==> src/rtl/axi_read_arbiter_if.sv <==
// AXI read address / read data channel bundle
// between the read arbiter and the crossbar.
interface axi_read_arbiter_if #(
  parameter int ADDR_W = 32,
  parameter int DATA_W = 32
);
  logic [3:0]        arid;
  logic [ADDR_W-1:0] araddr;
  logic [7:0]        arlen;
  logic [2:0]        arsize;
  logic [1:0]        arburst;
  logic              arvalid;
  logic              arready;
  logic [3:0]        rid;
  logic [DATA_W-1:0] rdata;
  logic [1:0]        rresp;
  logic              rlast;
  logic              rvalid;
  logic              rready;

  modport master (
    output arid, araddr, arlen, arsize,
    output arburst, arvalid, rready,
    input  arready, rid, rdata, rresp,
    input  rlast, rvalid
  );

  modport slave (
    input  arid, araddr, arlen, arsize,
    input  arburst, arvalid, rready,
    output arready, rid, rdata, rresp,
    output rlast, rvalid
  );
endinterface

==> src/rtl/axi_read_arbiter.sv <==
// Round-robin arbiter serialising I$, D$ and
// uncached burst reads onto one AXI AR/R pair.
module axi_read_arbiter #(
  parameter int NUM_REQ = 3,
  parameter int ADDR_W  = 32,
  parameter int DATA_W  = 32,
  parameter int LEN_W   = 4
) (
  input  logic                      clk,
  input  logic                      resetn,
  input  logic [NUM_REQ-1:0]        req_valid,
  input  logic [NUM_REQ*ADDR_W-1:0] req_addr,
  input  logic [NUM_REQ*LEN_W-1:0]  req_len,
  input  logic [NUM_REQ*3-1:0]      req_size,
  output logic [NUM_REQ-1:0]        req_ready,
  output logic [NUM_REQ-1:0]        rsp_valid,
  output logic [DATA_W-1:0]         rsp_data,
  output logic                      rsp_last,
  output logic                      rsp_err,
  output logic                      proto_err,
  axi_read_arbiter_if.master        axi
);

  localparam int GW =
    (NUM_REQ > 1) ? $clog2(NUM_REQ) : 1;

  typedef enum logic [1:0] {
    IDLE,
    ADDR,
    DATA
  } state_t;

  state_t            state;
  logic [GW-1:0]     grant;
  logic [GW-1:0]     last_grant;
  logic [ADDR_W-1:0] araddr_q;
  logic [7:0]        arlen_q;
  logic [2:0]        arsize_q;
  logic              arvalid_q;
  logic [7:0]        beat_cnt;
  logic              perr_q;

  logic              found;
  logic [GW-1:0]     pick;
  logic [ADDR_W-1:0] sel_addr;
  logic [LEN_W-1:0]  sel_len;
  logic [2:0]        sel_size;
  logic [NUM_REQ-1:0] gnt_oh;
  logic              unused_rid;

  // Scan upward from the slot after the last
  // owner so every requester gets a turn.
  always_comb begin
    int unsigned idx;
    logic [NUM_REQ-1:0] shr;
    found = 1'b0;
    pick  = '0;
    idx   = 0;
    shr   = '0;
    for (int i = 1; i <= NUM_REQ; i++) begin
      idx = 32'(last_grant) + 32'(i);
      if (idx >= 32'(NUM_REQ))
        idx = idx - 32'(NUM_REQ);
      shr = req_valid >> idx;
      if (!found && shr[0]) begin
        found = 1'b1;
        pick  = GW'(idx);
      end
    end
  end

  always_comb begin
    sel_addr = '0;
    sel_len  = '0;
    sel_size = '0;
    for (int i = 0; i < NUM_REQ; i++) begin
      if (pick == GW'(i)) begin
        sel_addr = req_addr[i*ADDR_W +: ADDR_W];
        sel_len  = req_len[i*LEN_W +: LEN_W];
        sel_size = req_size[i*3 +: 3];
      end
    end
  end

  always_ff @(posedge clk) begin
    if (!resetn) begin
      state      <= IDLE;
      grant      <= '0;
      last_grant <= GW'(NUM_REQ - 1);
      araddr_q   <= '0;
      arlen_q    <= '0;
      arsize_q   <= '0;
      arvalid_q  <= 1'b0;
      beat_cnt   <= '0;
      perr_q     <= 1'b0;
    end else begin
      unique case (state)
        IDLE: begin
          if (found) begin
            grant     <= pick;
            araddr_q  <= sel_addr;
            arlen_q   <= 8'(sel_len);
            arsize_q  <= sel_size;
            beat_cnt  <= '0;
            arvalid_q <= 1'b1;
            state     <= ADDR;
          end
        end
        ADDR: begin
          if (axi.arready) begin
            arvalid_q <= 1'b0;
            state     <= DATA;
          end
        end
        DATA: begin
          if (axi.rvalid) begin
            beat_cnt <= beat_cnt + 8'd1;
            // rlast early or missing on the final
            // beat; the flag is sticky, so later
            // beats cannot change the verdict.
            if (axi.rlast != (beat_cnt == arlen_q))
              perr_q <= 1'b1;
            if (axi.rlast) begin
              last_grant <= grant;
              state      <= IDLE;
            end
          end
        end
        default: state <= IDLE;
      endcase
    end
  end

  assign gnt_oh = NUM_REQ'(1) << grant;

  assign axi.arid    = 4'(grant);
  assign axi.araddr  = araddr_q;
  assign axi.arlen   = arlen_q;
  assign axi.arsize  = arsize_q;
  assign axi.arburst = 2'b01;
  assign axi.arvalid = arvalid_q;
  assign axi.rready  = (state == DATA);

  assign req_ready =
    (state == ADDR && axi.arready) ? gnt_oh : '0;
  assign rsp_valid =
    (state == DATA && axi.rvalid) ? gnt_oh : '0;
  assign rsp_data  = axi.rdata;
  assign rsp_last  = axi.rlast;
  assign rsp_err   = (axi.rresp != 2'b00);
  assign proto_err = perr_q;

  assign unused_rid = ^axi.rid;

endmodule

==> src/flat_wrapper.sv <==
// flat-port wrapper written by rule: the top's interface ports become plain ports
module axi_read_arbiter_flat 
#(
  parameter int NUM_REQ = 3,
  parameter int ADDR_W  = 32,
  parameter int DATA_W  = 32,
  parameter int LEN_W   = 4
)
  (clk, resetn, req_valid, req_addr, req_len, req_size, req_ready, rsp_valid, rsp_data, rsp_last, rsp_err, proto_err, axi_arid, axi_araddr, axi_arlen, axi_arsize, axi_arburst, axi_arvalid, axi_rready, axi_arready, axi_rid, axi_rdata, axi_rresp, axi_rlast, axi_rvalid);
  axi_read_arbiter_if #(.ADDR_W(ADDR_W), .DATA_W(DATA_W)) axi_i ();
  input  logic clk;
  input  logic resetn;
  input  logic [NUM_REQ-1:0] req_valid;
  input  logic [NUM_REQ*ADDR_W-1:0] req_addr;
  input  logic [NUM_REQ*LEN_W-1:0] req_len;
  input  logic [NUM_REQ*3-1:0] req_size;
  output logic [NUM_REQ-1:0] req_ready;
  output logic [NUM_REQ-1:0] rsp_valid;
  output logic [DATA_W-1:0] rsp_data;
  output logic rsp_last;
  output logic rsp_err;
  output logic proto_err;
  output wire logic [$bits(axi_i.arid)-1:0] axi_arid;
  output wire logic [$bits(axi_i.araddr)-1:0] axi_araddr;
  output wire logic [$bits(axi_i.arlen)-1:0] axi_arlen;
  output wire logic [$bits(axi_i.arsize)-1:0] axi_arsize;
  output wire logic [$bits(axi_i.arburst)-1:0] axi_arburst;
  output wire logic [$bits(axi_i.arvalid)-1:0] axi_arvalid;
  output wire logic [$bits(axi_i.rready)-1:0] axi_rready;
  input wire logic [$bits(axi_i.arready)-1:0] axi_arready;
  input wire logic [$bits(axi_i.rid)-1:0] axi_rid;
  input wire logic [$bits(axi_i.rdata)-1:0] axi_rdata;
  input wire logic [$bits(axi_i.rresp)-1:0] axi_rresp;
  input wire logic [$bits(axi_i.rlast)-1:0] axi_rlast;
  input wire logic [$bits(axi_i.rvalid)-1:0] axi_rvalid;
  assign axi_arid = axi_i.arid;
  assign axi_araddr = axi_i.araddr;
  assign axi_arlen = axi_i.arlen;
  assign axi_arsize = axi_i.arsize;
  assign axi_arburst = axi_i.arburst;
  assign axi_arvalid = axi_i.arvalid;
  assign axi_rready = axi_i.rready;
  assign axi_i.arready = axi_arready;
  assign axi_i.rid = axi_rid;
  assign axi_i.rdata = axi_rdata;
  assign axi_i.rresp = axi_rresp;
  assign axi_i.rlast = axi_rlast;
  assign axi_i.rvalid = axi_rvalid;
  axi_read_arbiter #(.NUM_REQ(NUM_REQ), .ADDR_W(ADDR_W), .DATA_W(DATA_W), .LEN_W(LEN_W)) u_core (.clk(clk), .resetn(resetn), .req_valid(req_valid), .req_addr(req_addr), .req_len(req_len), .req_size(req_size), .req_ready(req_ready), .rsp_valid(rsp_valid), .rsp_data(rsp_data), .rsp_last(rsp_last), .rsp_err(rsp_err), .proto_err(proto_err), .axi(axi_i));
endmodule
==> config.mk <==
export PLATFORM = sky130hd
export DESIGN_NAME = axi_read_arbiter_flat
export DESIGN_NICKNAME = d
export VERILOG_FILES = /design/src/rtl/axi_read_arbiter_if.sv /design/src/rtl/axi_read_arbiter.sv /design/src/flat_wrapper.sv
export SDC_FILE = /design/constraint.sdc
export NUM_CORES = 1
export LEC_CHECK = 0
export CAP_MARGIN = 20
export CORE_ASPECT_RATIO = 1.75
export CORE_MARGIN = 5
export CORE_UTILIZATION = 36
export DETAILED_ROUTE_END_ITERATION = 12
export MAX_ROUTING_LAYER = met4
export PLACE_DENSITY = 0.81
export SETUP_SLACK_MARGIN = 0.3
export SYNTH_ARGS = -nofsm -noshare
export SYNTH_HDL_FRONTEND = slang
export SYNTH_SLANG_ARGS = --single-unit
export TNS_END_PERCENT = 30
==> constraint.sdc <==
create_clock -name clk -period 2.8 [get_ports clk]
set_clock_uncertainty 0.1 [all_clocks]
set_input_delay 0.42 -clock clk [delete_from_list [all_inputs] [get_ports clk]]
set_output_delay 0.42 -clock clk [all_outputs]
set_load 0.02 [all_outputs]
==> impl_metrics.py, run 1 <==
metrics = {
    "outcome": {
        "status": "finished clean",
    },
    "setup_path": {
        "critPathMaxStageDelay_ns": 0.37,
        "crit_path_top_delay_cell": "dfxtp_4",
        "cpMostUsedCell": "buf_12",
        "worstPathArrival_ns": 2.69,
        "critPathMaxFanout": 6,
        "path_cells": "buf_6 > ha_4 > mux2_4 > a21o_4 > a22oi_4 > buf_12 > buf_12 > a211oi_4 > nor2_4 > buf_12 > clkbuf_16 > o2bb2ai_1",
        "critical_path_class": "reg -> reg",
        "startpoint_type": "flop",
        "required_ns": 2.93,
        "end_kind": "flop",
    },
    "global_route": {
        "grt_max_degree": 39,
        "grt_pass1_wl_um": 21500,
        "gr-total-overflow": 0,
        "antenna_found_initial": 0,
        "grt_use_total": 0.223,
        "grt_pass1_vias": 3998,
    },
    "logic_synthesis": {
        "yosysWarnings": 0,
        "synth_ff_type": "dfxtp_1",
        "ys_top_cells_by_count": "55 x dfxtp_1, 43 x buf_4, 30 x and3_1",
        "synth.largest_area_cell": "dfxtp_1",
        "synth_area_um2": 3750,
        "yosys_register_bits": 55,
        "synth_seq_area_share": 0.294,
        "synthArstFlopShare": 0,
        "synth_top_area_frac": 0.294,
        "synth_edf_count": 0,
        "ys_types": 55,
        "synth_most_common_cell": "dfxtp_1",
        "ys_top_cells_by_area": "dfxtp_1 29%, buf_4 8.6%, a221oi_2 8.0%, o2bb2ai_2 6.0%, o2bb2ai_1 5.4%",
        "syn_inst": 399,
        "synth_area_per_cell_um2": 9.40,
    },
    "detailed_routing": {
        "vias_per_cell": 5.71,
        "drt-total-wl_um": 15000,
        "route.detailed.drc": 0,
        "detail-route-antenna-nets": 0,
        "wl_per_cell_um": 21.7,
        "vias": 3931,
        "drtPass1Iterations": 5,
        "drtIter0Drc": 154,
    },
    "placed_design": {
        "pre_cts_ws_ns": 0.0535,
        "hpwl_um": 10400,
        "port_buffers": 178,
        "globalplace.congestion": 0.944,
        "placed_area_um2": 5450,
    },
    "die": {
        "die_w_um": 87.2,
        "die_area_um2": 12600,
        "num_io_pins": 255,
        "die_y_um": 145,
        "start_util": 0.366,
        "rows": 49,
        "core-area_um2": 10200,
    },
    "cells_and_area": {
        "drive_above_1_share": 0.221,
        "areaGrowthSynthToFinish_pct": 65.0,
        "final_util": 0.604,
        "final_area_um2": 6190,
        "n_antenna_cell": 0,
        "final_nets": 730,
    },
    "timing": {
        "setup_viol": 0,
        "fmax_mhz": 389,
        "rsz0062_at_grt": "true",
        "maxSlewViolCount": 0,
        "hold_ws_ns": 0.368,
        "layout_setup_ws_ns": 0.232,
        "hold_viol_final": 0,
        "fin_crit_ns": 2.57,
        "tns_ns": 0,
        "period_share": 0.917,
    },
    "power": {
        "ir_worst_vdd_mv": 0.309,
        "seqPwrFrac": 0.332,
        "swShare": 0.306,
        "power-per-cell-area_nw_per_um2": 456,
        "p_sw_w": 0.000865,
        "p_int_w": 0.00196,
        "clkPwrFrac": 0.295,
        "comb_power_share": 0.374,
        "p_leak_nw": 2.30,
    },
    "clock_tree": {
        "htree_num_levels": 2,
        "cts_max_path_buffers": 2,
        "clk_latency_ns": 0.29,
        "root_buffer": "clkbuf_16",
        "clk_pin_slew_worst_paths_ns": 0.08,
        "numCtsBuffers": 5,
        "cts_tree": "done",
        "cts.sinks": 55,
        "cts_hold_buf": 0,
    },
    "flow_run": {
        "drv_cap": 0,
    },
    "min_path": {
        "hp-class": "reg -> reg",
    },
}
## cell type report
cell class | count | area (µm²)
clock inverters | 3 | 71.3
clock buffers | 5 | 125
inverters | 5 | 18.8
well taps | 127 | 159
repair buffers | 219 | 2350
flip-flops and latches | 55 | 1110
fillers | 875 | 4050
multi-input cells | 274 | 2350
## placed cells by master (no fill, tap or decap), types with 3 or more instances in the layout
cell and instances:
a211oi_1 3, a21oi_1 12, a221oi_1 8, a221oi_2 21
and3_1 30, buf_12 9, buf_4 20, buf_6 4
clkbuf_16 10, clkdlybuf4s50_1 177, conb_1 8, dfxtp_1 53
ha_4 5, inv_1 3, nand2_1 12, nand2b_1 4
nand3_1 15, nor2_1 14, nor2b_1 3, nor3_1 15
o21ai_0 8, o21ai_1 19, o21ai_2 4, o221ai_1 9
o2bb2ai_1 14, o2bb2ai_2 22, xnor2_1 3, xor2_1 6
## critical path: cells and delay by family (launching register included)
kind | cells | cell delay, ns
muxes | 1 | 0.33
buffers and inverters | 5 | 0.66
DFF | 1 | 0.37
AOI/OAI and AO/OA | 4 | 0.61
adders and majority gates | 1 | 0.18
and+or+nand+nor | 1 | 0.23
## worst paths after layout
path / start / to / slack [ns] / depth (start not counted)
setup / recovery: u_core.last_grant[0] / u_core.axi.araddr[14] / 0.23 / 12
hold / removal: u_core.axi.arvalid / u_core.axi.arvalid / 0.37 / 2
setup reg to reg: u_core.last_grant[0] / u_core.axi.araddr[14] / 0.23 / 12
hold reg to reg: u_core.axi.arvalid / u_core.axi.arvalid / 0.37 / 2
## metal layers
metal	part of all wire	up-vias	GRT usage
met2	0.53	185	0.379
met5	0	-	-
met1	0.35	1867	0.241
li1	-	1805	-
met4	0.064	0	0.125
met3	0.058	74	0.0335
## power groups by stage
stage	logic [W]	registers, W	clock network, W
after CTS	0.000954	0.000933	0.000841
after global routing	0.00111	0.000949	0.000875
after global placement	0.000888	0.000947	0
final	0.00105	0.000936	0.000832
after detailed placement	0.000904	0.000949	0
after floorplan	0.000437	0.00103	0
## sequential cells by signal, indices dropped and copies added, names as in the netlist
| signal | cells |
|---|---|
| u_core.axi.araddr | 32 |
| u_core.axi.arlen | 4 |
| u_core.axi.arsize | 3 |
| u_core.axi.arvalid | 1 |
| u_core.beat_cnt | 8 |
| u_core.grant | 2 |
| u_core.last_grant | 2 |
| u_core.proto_err | 1 |
| u_core.state | 2 |
## metrics by stage
stage / instances / power (W)
after floorplan: 405 / 0.00147
after global placement: 661 / 0.00184
after detailed placement: 661 / 0.00185
after CTS: 674 / 0.00273
after global routing: 688 / 0.00294
final: 688 / 0.00282
## cells by family (layout without fill, tap and decap cells)
kind of cell / Yosys count / after routing / synth area share
compound gates: 139 / 139 / 0.349
other cells: 2 / 8 / 0.00200
simple gates: 107 / 107 / 0.155
buf+inv: 76 / 232 / 0.143
fa+ha+maj: 7 / 7 / 0.0233
flops: 55 / 55 / 0.294
xor+xnor: 9 / 9 / 0.0210
mux: 4 / 4 / 0.0123
## timing repair
item	CTS	global route
pin swaps	3	7
endpoints found under the setup margin	48	47
buffers inserted	3	8
gates resized for setup	17	36
gates cloned	2	6
(Power assumes the default switching activity.)
==> inputs of run 2 (changes only) <==
- PLACE_DENSITY: 0.81 -> 0.86
==> impl_metrics.py, run 2 (synthesized netlist as in run 1, its figures left out) <==
metrics = {
    "cells_and_area": {
        "areaGrowthSynthToFinish_pct": 62.7,
        "layout_commonest_cell": "clkdlybuf4s50_1",
        "n_antenna_cell": 0,
        "final_nets": 733,
        "drive_above_1_share": 0.220,
        "fill_cells": 842,
        "final_area_um2": 6100,
        "layout_common_cells": "177 x clkdlybuf4s50_1, 52 x dfxtp_1, 29 x and3_1",
        "final_util": 0.596,
        "largest_reg_flops": 32,
    },
    "setup_path": {
        "path_buf_inv": 4,
        "end_kind": "flop",
        "worstPathArrival_ns": 2.66,
        "required_ns": 2.88,
        "critical_path_class": "reg -> reg",
        "crit_path_start": "u_core.last_grant[0]",
        "critPathMaxStageDelay_ns": 0.37,
        "cpMostUsedCell": "buf_6",
        "r2r-start": "u_core.last_grant[0]",
        "crit_path_top_delay_cell": "dfxtp_4",
        "critPathMaxFanout": 19,
        "startpoint_type": "flop",
        "crit_family": "compound AO/OA/AOI/OAI gates",
        "path_cells": "buf_6 > ha_4 > mux2_4 > a21o_4 > a22oi_4 > buf_6 > a2111oi_4 > buf_4 > bufbuf_16 > o21ai_1 > o2bb2ai_1",
    },
    "timing": {
        "fin_crit_ns": 2.58,
        "setup_viol": 0,
        "hold_viol_final": 0,
        "rsz0062_at_grt": "true",
        "period_share": 0.923,
        "maxSlewViolCount": 0,
        "fmax_mhz": 387,
    },
    "detailed_routing": {
        "drt-total-wl_um": 15200,
        "drtPass1Iterations": 7,
        "route.detailed.drc": 0,
        "drtIter0Drc": 156,
        "wl_per_cell_um": 22.0,
        "vias": 3976,
        "vias_per_cell": 5.75,
        "detail-route-antenna-nets": 0,
    },
    "clock_tree": {
        "cts_hold_buf": 0,
        "clk_pin_slew_worst_paths_ns": 0.08,
        "cts_max_path_buffers": 2,
        "cts.sinks": 55,
        "root_buffer": "clkbuf_16",
        "htree_num_levels": 2,
        "numCtsBuffers": 5,
        "clk_latency_ns": 0.30,
        "cts_tree": "done",
    },
    "power": {
        "seqPwrFrac": 0.355,
        "comb_power_share": 0.390,
        "swShare": 0.330,
        "ir_worst_vdd_mv": 0.260,
        "power-per-cell-area_nw_per_um2": 432,
        "p_sw_w": 0.000869,
        "p_int_w": 0.00177,
        "clkPwrFrac": 0.255,
        "p_leak_nw": 2.26,
    },
    "placed_design": {
        "hpwl_um": 10600,
        "placed_area_um2": 5450,
        "globalplace.congestion": 0.877,
        "port_buffers": 178,
    },
    "global_route": {
        "grt_max_degree": 39,
        "antenna_found_initial": 0,
        "gr-total-overflow": 0,
        "grt_pass1_vias": 4201,
        "grt_use_total": 0.224,
        "grt_pass1_wl_um": 21900,
    },
    "die": {
        "die_w_um": 87.2,
        "rows": 49,
        "die_y_um": 145,
        "num_io_pins": 255,
        "die_area_um2": 12600,
        "core-area_um2": 10200,
        "start_util": 0.366,
    },
    "min_path": {
        "min-delay-start": "u_core.axi.arvalid",
        "hp-class": "reg -> reg",
    },
    "flow_run": {
        "drv_cap": 0,
    },
    "outcome": {
        "status": "finished clean",
    },
}
==> run 2: worst reg2reg max path, stage by stage, from the launching register on <==
cell       delay [ns]
dfxtp_4          0.37
buf_6            0.13
ha_4             0.17
mux2_4           0.32
a21o_4           0.23
a22oi_4          0.26
buf_6            0.16
a2111oi_4        0.06
buf_4            0.17
bufbuf_16        0.29
o21ai_1          0.12
o2bb2ai_1        0.09
==> run 2: timing repair <==
| action | 4_1_cts | 5_1_grt |
|---|---|---|
| pin swaps | 3 | 9 |
| cloned | 1 | 9 |
| setup buffers | 5 | 5 |
| setup endpoints to repair | 50 | 53 |
| gates resized for setup | 17 | 31 |
==> run 2: worst paths after layout <==
kind                           endpoint  slack [ns]  depth (start not counted)
hold reg to reg      u_core.axi.arvalid        0.37                          2
setup reg to reg  u_core.axi.araddr[16]        0.22                         11
setup / recovery  u_core.axi.araddr[16]        0.22                         11
hold / removal       u_core.axi.arvalid        0.37                          2
==> run 2: metal layers <==
layer	wire [µm]	vias to the layer above	global-route usage
met5	0	-	-
met3	1020	90	0.0414
met4	1040	0	0.144
met1	5140	1846	0.230
li1	-	1802	-
met2	8040	238	0.379
==> run 2: through the flow <==
step | cells | TNS (ns) | hold slack (ns) | setup WS, ns | total power, W
2_1_floorplan | 405 | 0 | 0.355 | 0.311 | 0.00147
3_3_place_gp | 663 | -0.490 | 0.348 | -0.0617 | 0.00183
3_5_place_dp | 663 | -2.11 | 0.348 | -0.299 | 0.00186
4_1_cts | 677 | 0 | 0.373 | 0.267 | 0.00256
5_1_grt | 691 | 0 | 0.381 | 0.139 | 0.00275
6_report | 691 | 0 | 0.369 | 0.216 | 0.00264
==> run 2: layout make-up <==
cell class	count	area [µm²]	share of cell area
timing repair buffer	221	2350	0.386
multi-input combinational	275	2310	0.378
sequential	55	1110	0.181
tap	127	159	0.0260
clock buffer	5	125	0.0205
clock inverter	3	27.5	0.00451
inverter	5	21.3	0.00349
==> run 2: power groups by stage <==
stage               Sequential (W)  Clock, W  Combinational, W
floorplan                  0.00103         0          0.000437
global placement          0.000949         0          0.000885
detailed placement        0.000950         0          0.000906
CTS                       0.000935  0.000682          0.000939
global route              0.000948  0.000718           0.00109
finish                    0.000936  0.000672           0.00103
